==> config.mk <==
export PLATFORM = sky130hd
export DESIGN_NAME = spi_frame_ctrl
export DESIGN_NICKNAME = d
export VERILOG_FILES = /design/src/rtl/spi_pkg.sv /design/src/rtl/spi_tx_fifo.sv /design/src/rtl/spi_frame_ctrl.sv
export SDC_FILE = /design/constraint.sdc
export NUM_CORES = 1
export LEC_CHECK = 0
export BUFFER_PORTS_ARGS = -buffer_cell sky130_fd_sc_hd__buf_2
export CORE_ASPECT_RATIO = 0.6
export CORE_UTILIZATION = 58
export DETAILED_ROUTE_END_ITERATION = 6
export GPL_TIMING_DRIVEN = 0
export PLACE_DENSITY = 0.79
export SYNTH_ARGS = -nofsm -noshare
export SYNTH_HDL_FRONTEND = slang
export SYNTH_SLANG_ARGS = --single-unit
==> constraint.sdc <==
create_clock -name i_clk -period 2.7 [get_ports i_clk]
set_input_delay 0.27 -clock i_clk [delete_from_list [all_inputs] [get_ports i_clk]]
set_output_delay 0.27 -clock i_clk [all_outputs]
set_load 0.02 [all_outputs]
==> src/rtl/spi_pkg.sv <==
// Shared definitions for the SPI frame controller: defaults, FSM encoding,
// and the start-request admission check.
package spi_pkg;

    localparam int DEPTH_DEFAULT    = 8;
    localparam int CS_SETUP_DEFAULT = 4;
    localparam int CS_HOLD_DEFAULT  = 4;

    // Width of the shared setup/hold cycle timer
    localparam int TIMER_W = 8;

    typedef enum logic [2:0] {
        ST_IDLE    = 3'd0,
        ST_SETUP   = 3'd1,
        ST_SEND    = 3'd2,
        ST_WAIT_RX = 3'd3,
        ST_HOLD    = 3'd4
    } state_t;

    // A frame may start only if it asks for at least one byte and the
    // FIFO already holds every byte it will send.
    function automatic logic len_ok(input logic [3:0] len, input logic [3:0] count);
        return (len != 4'd0) && (len <= count);
    endfunction

endpackage

==> src/rtl/spi_tx_fifo.sv <==
// First-word fall-through TX byte FIFO. The head entry is always visible
// on o_rd_data; i_rd pops it. Writes while full and reads while empty are
// ignored.
module spi_tx_fifo #(
    parameter int DEPTH = 8
) (
    input  logic                       i_clk,
    input  logic                       i_rst_n,
    input  logic                       i_wr,
    input  logic [7:0]                 i_wr_data,
    input  logic                       i_rd,
    output logic [7:0]                 o_rd_data,
    output logic                       o_full,
    output logic [$clog2(DEPTH):0]     o_count
);

    localparam int AW = $clog2(DEPTH);
    localparam int CW = AW + 1;

    logic [7:0]    mem_q [DEPTH];
    logic [AW-1:0] wr_ptr_q, wr_ptr_d;
    logic [AW-1:0] rd_ptr_q, rd_ptr_d;
    logic [CW-1:0] count_q, count_d;
    logic          wr_ok;
    logic          rd_ok;

    // Qualify requests and compute next pointers/occupancy; pointers wrap naturally
    always_comb begin
        wr_ok    = i_wr && !o_full;
        rd_ok    = i_rd && (count_q != '0);
        wr_ptr_d = wr_ok ? wr_ptr_q + AW'(1) : wr_ptr_q;
        rd_ptr_d = rd_ok ? rd_ptr_q + AW'(1) : rd_ptr_q;
        count_d  = count_q;
        unique case ({wr_ok, rd_ok})
            2'b10:   count_d = count_q + CW'(1);
            2'b01:   count_d = count_q - CW'(1);
            default: count_d = count_q;
        endcase
    end

    // Pointer and occupancy registers; reset empties the FIFO
    always_ff @(posedge i_clk or negedge i_rst_n) begin
        if (!i_rst_n) begin
            wr_ptr_q <= '0;
            rd_ptr_q <= '0;
            count_q  <= '0;
        end else begin
            wr_ptr_q <= wr_ptr_d;
            rd_ptr_q <= rd_ptr_d;
            count_q  <= count_d;
        end
    end

    // Storage array; contents need no reset since the pointers define validity
    always_ff @(posedge i_clk) begin
        if (wr_ok) begin
            mem_q[wr_ptr_q] <= i_wr_data;
        end
    end

    assign o_rd_data = mem_q[rd_ptr_q];
    assign o_full    = (count_q == CW'(DEPTH));
    assign o_count   = count_q;

endmodule

==> src/rtl/spi_frame_ctrl.sv <==
// SPI frame controller: buffers TX bytes, and on request frames i_Len bytes
// with chip select, handing one byte at a time to an external byte engine
// and forwarding each received byte.
module spi_frame_ctrl
    import spi_pkg::*;
#(
    parameter int DEPTH    = DEPTH_DEFAULT,
    parameter int CS_SETUP = CS_SETUP_DEFAULT,
    parameter int CS_HOLD  = CS_HOLD_DEFAULT
) (
    input  logic       i_clk,
    input  logic       i_rst_n,
    input  logic       i_Wr_En,
    input  logic [7:0] i_Wr_Data,
    output logic       o_Full,
    output logic [3:0] o_Count,
    input  logic       i_Start,
    input  logic [3:0] i_Len,
    output logic       o_Busy,
    output logic       o_Done,
    output logic       o_Err,
    output logic [7:0] o_Spi_Data,
    output logic       o_Spi_Valid,
    input  logic       i_Spi_Ready,
    input  logic [7:0] i_Spi_Rx_Data,
    input  logic       i_Spi_Rx_Valid,
    output logic [7:0] o_Rx_Data,
    output logic       o_Rx_Valid,
    output logic       o_CS_n
);

    localparam int CW = $clog2(DEPTH) + 1;

    state_t               state_q, state_d;
    logic [TIMER_W-1:0]   timer_q, timer_d;
    logic [3:0]           rem_q, rem_d;
    logic                 err_q, err_d;
    logic                 done_q, done_d;
    logic                 rx_valid_q, rx_valid_d;
    logic [7:0]           rx_data_q, rx_data_d;
    logic                 fifo_pop;
    logic [CW-1:0]        fifo_count;

    spi_tx_fifo #(.DEPTH(DEPTH)) u_tx_fifo (
        .i_clk     (i_clk),
        .i_rst_n   (i_rst_n),
        .i_wr      (i_Wr_En),
        .i_wr_data (i_Wr_Data),
        .i_rd      (fifo_pop),
        .o_rd_data (o_Spi_Data),
        .o_full    (o_Full),
        .o_count   (fifo_count)
    );

    assign o_Count = 4'(fifo_count);

    // State and datapath registers; reset aborts any frame with no done pulse
    always_ff @(posedge i_clk or negedge i_rst_n) begin
        if (!i_rst_n) begin
            state_q    <= ST_IDLE;
            timer_q    <= '0;
            rem_q      <= '0;
            err_q      <= 1'b0;
            done_q     <= 1'b0;
            rx_valid_q <= 1'b0;
            rx_data_q  <= '0;
        end else begin
            state_q    <= state_d;
            timer_q    <= timer_d;
            rem_q      <= rem_d;
            err_q      <= err_d;
            done_q     <= done_d;
            rx_valid_q <= rx_valid_d;
            rx_data_q  <= rx_data_d;
        end
    end

    // Next-state logic: admission, CS setup/hold timing, byte/RX sequencing
    always_comb begin
        state_d    = state_q;
        timer_d    = timer_q;
        rem_d      = rem_q;
        err_d      = 1'b0;
        done_d     = 1'b0;
        rx_valid_d = 1'b0;
        rx_data_d  = rx_data_q;
        unique case (state_q)
            ST_IDLE: begin
                if (i_Start) begin
                    if (len_ok(i_Len, o_Count)) begin
                        state_d = ST_SETUP;
                        rem_d   = i_Len;
                        timer_d = '0;
                    end else begin
                        err_d = 1'b1;
                    end
                end
            end
            ST_SETUP: begin
                // Timer runs 0..CS_SETUP so the first byte is offered CS_SETUP+1 cycles after CS falls
                if (timer_q == TIMER_W'(CS_SETUP)) begin
                    state_d = ST_SEND;
                end else begin
                    timer_d = timer_q + TIMER_W'(1);
                end
            end
            ST_SEND: begin
                if (i_Spi_Ready) begin
                    state_d = ST_WAIT_RX;
                end
            end
            ST_WAIT_RX: begin
                if (i_Spi_Rx_Valid) begin
                    rx_data_d  = i_Spi_Rx_Data;
                    rx_valid_d = 1'b1;
                    rem_d      = rem_q - 4'd1;
                    if (rem_q == 4'd1) begin
                        state_d = ST_HOLD;
                        timer_d = '0;
                    end else begin
                        state_d = ST_SEND;
                    end
                end
            end
            ST_HOLD: begin
                if (timer_q == TIMER_W'(CS_HOLD - 1)) begin
                    state_d = ST_IDLE;
                    done_d  = 1'b1;
                end else begin
                    timer_d = timer_q + TIMER_W'(1);
                end
            end
            default: state_d = ST_IDLE;
        endcase
    end

    // Moore outputs decoded from the current state
    always_comb begin
        o_Spi_Valid = (state_q == ST_SEND);
        fifo_pop    = (state_q == ST_SEND) && i_Spi_Ready;
        o_CS_n      = (state_q == ST_IDLE);
        o_Busy      = (state_q != ST_IDLE);
        o_Err       = err_q;
        o_Done      = done_q;
        o_Rx_Valid  = rx_valid_q;
        o_Rx_Data   = rx_data_q;
    end

endmodule

Word level (Yosys, flattened, before mapping)
Memory sizes are Yosys's and may differ from the RTL's.
Index checks and enable logic that the tools add are counted.
- flip-flop bits (word level): 36
- latch bits: 0
- RAM bits: 64
- memory bits (read-only): 0
- bits of input ports: 26
- output and inout bits: 27
- logic and storage cells: 82
- memories kept: 1
- memories (memory ; depth ; bits a word ; rd ports ; clocked after memory_dff ; write ports ; RTL line ; text):
    u_tx_fifo.mem_q ; 8 ; 8 ; 1 ; 0 ; 1 ; spi_tx_fifo.sv:20 ; logic [7:0] mem_q [DEPTH];
- $add $sub $neg: 6
- $mul: 0
- divide/modulo/power cells: 0
- $lt $le $gt $ge: 1
- eq/ne operators: 19
- shift operators: 0
- muxes and demuxes: 29
- bitwise logic cells: 0
- reduce and logical (&&, ||, !) cells: 16
- operators with widths (kind ; number):
    $mux W8 ; 6
    $pmux W8 S4 ; 1
    $mux W3 ; 7
    $pmux W4 S2 ; 2
    $pmux W3 S5 ; 1
    $ne A2 B2 Y1 const B ; 7
    $mux W4 ; 3
    $reduce_bool A4 Y1 ; 3
    $mux W1 ; 9
    $add A8 B1 Y8 const B ; 1
    $eq A8 B2 Y1 const B ; 1
    $eq A8 B3 Y1 const B ; 1
    $sub A4 B1 Y4 const B ; 2
    $reduce_and A7 Y1 ; 1
    $add A3 B1 Y3 const B ; 2
    $eq A3 B2 Y1 const B ; 2
    $reduce_and A6 Y1 ; 1
    $add A4 B1 Y4 const B ; 1
    $eq A4 B1 Y1 const B ; 1
    $eq A4 B4 Y1 const B ; 1
    $le A4 B4 Y1 ; 1
    $logic_and A1 B1 Y1 ; 4
    $ne A2 B1 Y1 const B ; 2
    $reduce_and A4 Y1 ; 1
    9 further kinds ; 10

Depth between registers and ports, before layout
- word-level depth: 5
- gate-level depth with buffers: 11
- gate-level depth less buffers: 11

Modules after synthesis
From an unflattened synthesis, not the netlist that was laid out.
- cell total of the unflattened synthesis: 306
- area total of the unflattened synthesis: 4621.9 um^2
- modules (own cells, without submodules) (module ; instances ; cells an instance ; area an instance (um^2)):
    spi_tx_fifo ; 1 ; 148 ; 3061.7
    spi_frame_ctrl ; 1 ; 158 ; 1560.2

Least setup slack after synthesis
OpenSTA, ideal clock, no wires.
- kind: register -> register
- start point: register u_tx_fifo.count_q[0] (netlist: u_tx_fifo.o_count[0])
- end point: memory u_tx_fifo.mem_q[0][0], enable pin
- library setup time: 0.395 ns
- arrival time: 1.940 ns
- data required time: 2.305 ns
- setup slack: 0.365 ns
- cell stages (with the launch flop): 6
- cells stage by stage: dfrtp_1 -> nor3_1 -> nand2_1 -> and2_1 -> clkinv_1 -> nor4_1
- cells in the longest elaborated chain, start to end: 5
- ends and longest elaborated chain (item ; RTL line ; text):
    from (decl) ; spi_tx_fifo.sv:23 ; logic [CW-1:0] count_q, count_d;
    from (signal assigned) ; spi_tx_fifo.sv:50 ; count_q <= count_d;
    $eq A4 B4 Y1 ; spi_tx_fifo.sv:62 ; assign o_full = (count_q == CW'(DEPTH));
    $logic_not A1 Y1 ; spi_tx_fifo.sv:29 ; wr_ok = i_wr && !o_full;
    $logic_and A1 B1 Y1 ; spi_tx_fifo.sv:29 ;
    $mux W1 ; spi_tx_fifo.sv:56 ; if (wr_ok) begin
    $mux W1 (implied by the code) ; spi_tx_fifo.sv:57 ; mem_q[wr_ptr_q] <= i_wr_data;
    to (decl) ; spi_tx_fifo.sv:20 ;
No other way between the ends.

Worst setup path in the final report
- start point: register u_tx_fifo.count_q[0] (netlist: u_tx_fifo.o_count[0])
- end point: register u_tx_fifo.count_q[3] (netlist: u_tx_fifo.o_count[3])
- cells in the longest elaborated chain, start to end: 5
- elaborated cells between the ends (all ways): 11
- classes of those cells: 2 x add/sub; 3 x eq/ne; 1 x mux; 5 x reduce/logical
- ends and longest elaborated chain (item ; RTL line ; text):
    $eq A4 B4 Y1 ; spi_tx_fifo.sv:62 ;
    $logic_not A1 Y1 ; spi_tx_fifo.sv:29 ;
    $logic_and A1 B1 Y1 ; spi_tx_fifo.sv:29 ;
    $eq A2 B1 Y1 or $eq A2 B2 Y1 (tied branches) ; spi_tx_fifo.sv:34 ; unique case ({wr_ok, rd_ok})
    $pmux W4 S2 or $reduce_bool A2 Y1 (tied branches) ; -- ;
Parallel ways exist; a longest one is shown, timed or not.
A chain may end at the register's enable or synchronous reset.

==> impl_metrics.py <==
metrics = {
    "clock_network": {
        "clock_sinks": 100,
        "cts_setup_buffers": 0,
        "root_buffer": "clkbuf_16",
        "cts_buffers": 9,
        "cts_tree": "done",
        "clockBufferDepth": 2,
        "ctsHoldBuffers": 0,
        "path_clk_slew_ns": 0.07,
        "htreeDepth": 3,
        "clkLatencyLatePin_ns": 0.35,
    },
    "sta": {
        "hold_violations": 0,
        "max_freq_mhz": 392,
        "tightest_slew_ns": 0.836,
        "relSlewSlack": 0.440,
        "tns_ns": 0,
        "finalCriticalPeriod_ns": 2.55,
        "finClkSkew_ns": 0.00650,
        "setup_viol_count_final": 0,
        "rsz0062_at_grt": "false",
        "fin_crit_sh": 0.944,
        "slew_viol_final": 0,
    },
    "run": {
        "cap_violations": 0,
    },
    "placed_design": {
        "port_buffers": 52,
        "dpl-instance-area_um2": 4940,
        "gp_congestion": 0.825,
        "hpwl_mm": 6.21,
    },
    "outcome": {
        "outcome": "finished, final reports clean",
    },
    "logic_synthesis": {
        "syn_avg_cell_area_um2": 14.8,
        "synth_area_leader_cell": "edfxtp_1",
        "synth_area_um2": 4520,
        "ys_ff_latch": 100,
        "synth_nets": 345,
        "async_reset_ff_frac": 0.360,
        "synth_edf_count": 64,
        "synth_area_leaders": "edfxtp_1 43%, dfrtp_1 20%, mux4_2 8.0%",
        "synth_top_cell_area_share": 0.425,
        "ys.flop_type": "edfxtp_1",
        "yosysWarnings": 0,
        "synth-seq-area-share": 0.624,
        "synth.distinct_cells": 57,
        "synthCells": 306,
    },
    "setup_path": {
        "crit_buf_inv": 1,
        "cpPeakStageDelay_ns": 0.50,
        "crit_type": "register to register",
        "cp_common_cell": "nor3_1",
        "path_max_fanout": 8,
        "critPathRequiredTime_ns": 2.97,
        "path_cells": "nor3_1 -> nand2_1 -> and2_1 -> clkinv_1 -> ha_1 -> nor4b_1 -> nor2_1 -> nor3_1 -> xnor2_1",
        "cp_slowest_cell": "dfrtp_1",
        "start_kind": "register",
        "end_kind": "register",
        "cp.arrival_ns": 2.82,
        "cp_top_family": "simple AND/OR/NAND/NOR gates",
    },
    "global_routing": {
        "track_usage": 0.239,
        "grt_start_max_net_pins": 37,
        "grt_pass1_wl_mm": 14.0,
        "grt_pass1_vias": 2658,
        "antenna_found_initial": 0,
        "overflow": 0,
    },
    "routing": {
        "drt_iter0_drc": 261,
        "drt-vias-per-instance": 5.81,
        "wire_per_inst_um": 18.0,
        "wl_met3_um": 570,
        "drt_pass1_iterations": 5,
        "ant_nets": 0,
        "drc_errors": 0,
        "wl_met2_mm": 3.83,
        "wl_met1_mm": 4.14,
        "routed.top_layer": "met4",
        "vias": 2789,
        "drt-total-wl_mm": 8.65,
    },
    "layout": {
        "drive_gt1_frac": 0.343,
        "area_delta_synth_final_pct": 16.3,
        "fin_util": 0.712,
        "stdcell_area_um2": 5260,
        "final_cell_mix": "64 x edfxtp_1, 55 x buf_2, 36 x dfrtp_1",
        "antennaDiodeCount": 0,
        "final_common_cell": "edfxtp_1",
        "fin_nets": 410,
    },
    "die": {
        "dieArea_um2": 8170,
        "initial_core_util": 0.612,
        "coreArea_um2": 7390,
        "die_h_um": 70.4,
        "fp.dieW_um": 116,
        "row_count": 24,
        "io_pins": 53,
    },
    "pwr": {
        "powerDensity_nw_per_um2": 1150,
        "p_leak_nw": 2.04,
        "ir_drop_v": 0.000631,
    },
    "hold_path": {
        "hp-class": "primary input to async pin",
    },
}
[cells in the mapped netlist (2+ instances only)]
library cell  number
buf_2              4
mux2_2            18
nand3b_1           2
nor4b_1            2
nor2b_1            3
nand2b_1           6
a21oi_2            2
dfrtp_1           36
clkbuf_1           2
a41oi_1            3
xor2_1             2
nor4_1             2
inv_1             14
ha_1              13
nor3_1             8
nand2_1           22
a21oi_1            7
xnor2_1            8
buf_1              2
a31oi_1            8
o21ai_1            2
and2_1             2
and3_1             3
or3_1              4
edfxtp_1          64
nor2_1            15
o21ai_0            4
mux4_2            16
o22ai_1            2
nand3_1            3
[per-layer routing]
| metal | vias to the layer above | global-route usage |
|---|---|---|
| met5 | - | 0 |
| met4 | 0 | 0.0840 |
| met3 | 11 | 0.0781 |
| met2 | 97 | 0.325 |
| met1 | 1378 | 0.359 |
| li1 | 1303 | - |
[worst paths after layout]
path                                             startpoint                          endpoint  slack (ns)  cells past startpoint
min reg2reg                        o_Rx_Data[1]$_DFFE_PN0P_          o_Rx_Data[1]$_DFFE_PN0P_        0.50                      1
min                                                 i_rst_n          o_Rx_Data[1]$_DFFE_PN0P_        0.01                      1
max                        u_tx_fifo.o_count[0]$_DFFE_PN0P_  u_tx_fifo.o_count[3]$_DFFE_PN0P_        0.15                      9
min in group i_clk                                  i_Start                   o_Err$_DFF_PN0_        0.15                      2
max reg2reg                u_tx_fifo.o_count[0]$_DFFE_PN0P_  u_tx_fifo.o_count[3]$_DFFE_PN0P_        0.15                      9
max in group asynchronous                           i_rst_n              rem_q[0]$_DFFE_PN0P_        2.17                      1
[state kept, by name, indices dropped and copies added, names as in the netlist]
register	count
o_Done	1
u_tx_fifo.o_count	4
u_tx_fifo.mem_q	64
o_Rx_Valid	1
rem_q	4
state_q	3
u_tx_fifo.rd_ptr_q	3
o_Rx_Data	8
u_tx_fifo.wr_ptr_q	3
o_Err	1
timer_q	8
[stage by stage]
step,setup WS [ns],total power [mW],instances,hold WS (ns)
after floorplan,0.365,4.11,306,-0.0256
after global placement,-0.433,4.69,462,0.401
after detailed placement,0.149,4.82,464,0.416
after CTS,0.0665,6.09,480,0.0304
after global routing,0.00756,6.41,480,0.0708
final,0.152,6.06,480,0.0116
[repair_timing]
item | in CTS | in global routing
gates resized for setup | 2 | 3
setup endpoints to repair | 8 | 11
pin swaps | 0 | 0
[final cells by class]
cell class,count,area (um2)
buffer,9,53.8
clock buffer,9,225
clock inverter,7,73.8
fill,488,2130
inverter,15,56.3
multi-input combinational,182,1620
sequential,100,2820
tap,104,130
timing repair buffer,54,275
[power breakdown]
| part | internal [mW] | switching (mW) |
|---|---|---|
| registers | 2.02 | 0.267 |
| clock network | 0.657 | 0.604 |
| logic | 1.10 | 1.41 |
[cells by family (layout without fill, tap and decap cells)]
| logic type | after synthesis | in the layout | share of synthesized area |
|---|---|---|---|
| flip-flops | 100 | 100 | 0.624 |
| AND/OR/NAND/NOR | 81 | 81 | 0.0949 |
| AO/OA/AOI/OAI | 43 | 43 | 0.0755 |
| multiplexers | 35 | 35 | 0.127 |
| buffers and inverters | 24 | 94 | 0.0232 |
| adder cells (fa/ha/maj) | 13 | 13 | 0.0360 |
| XOR/XNOR | 10 | 10 | 0.0194 |
(Power assumes the default switching activity.)
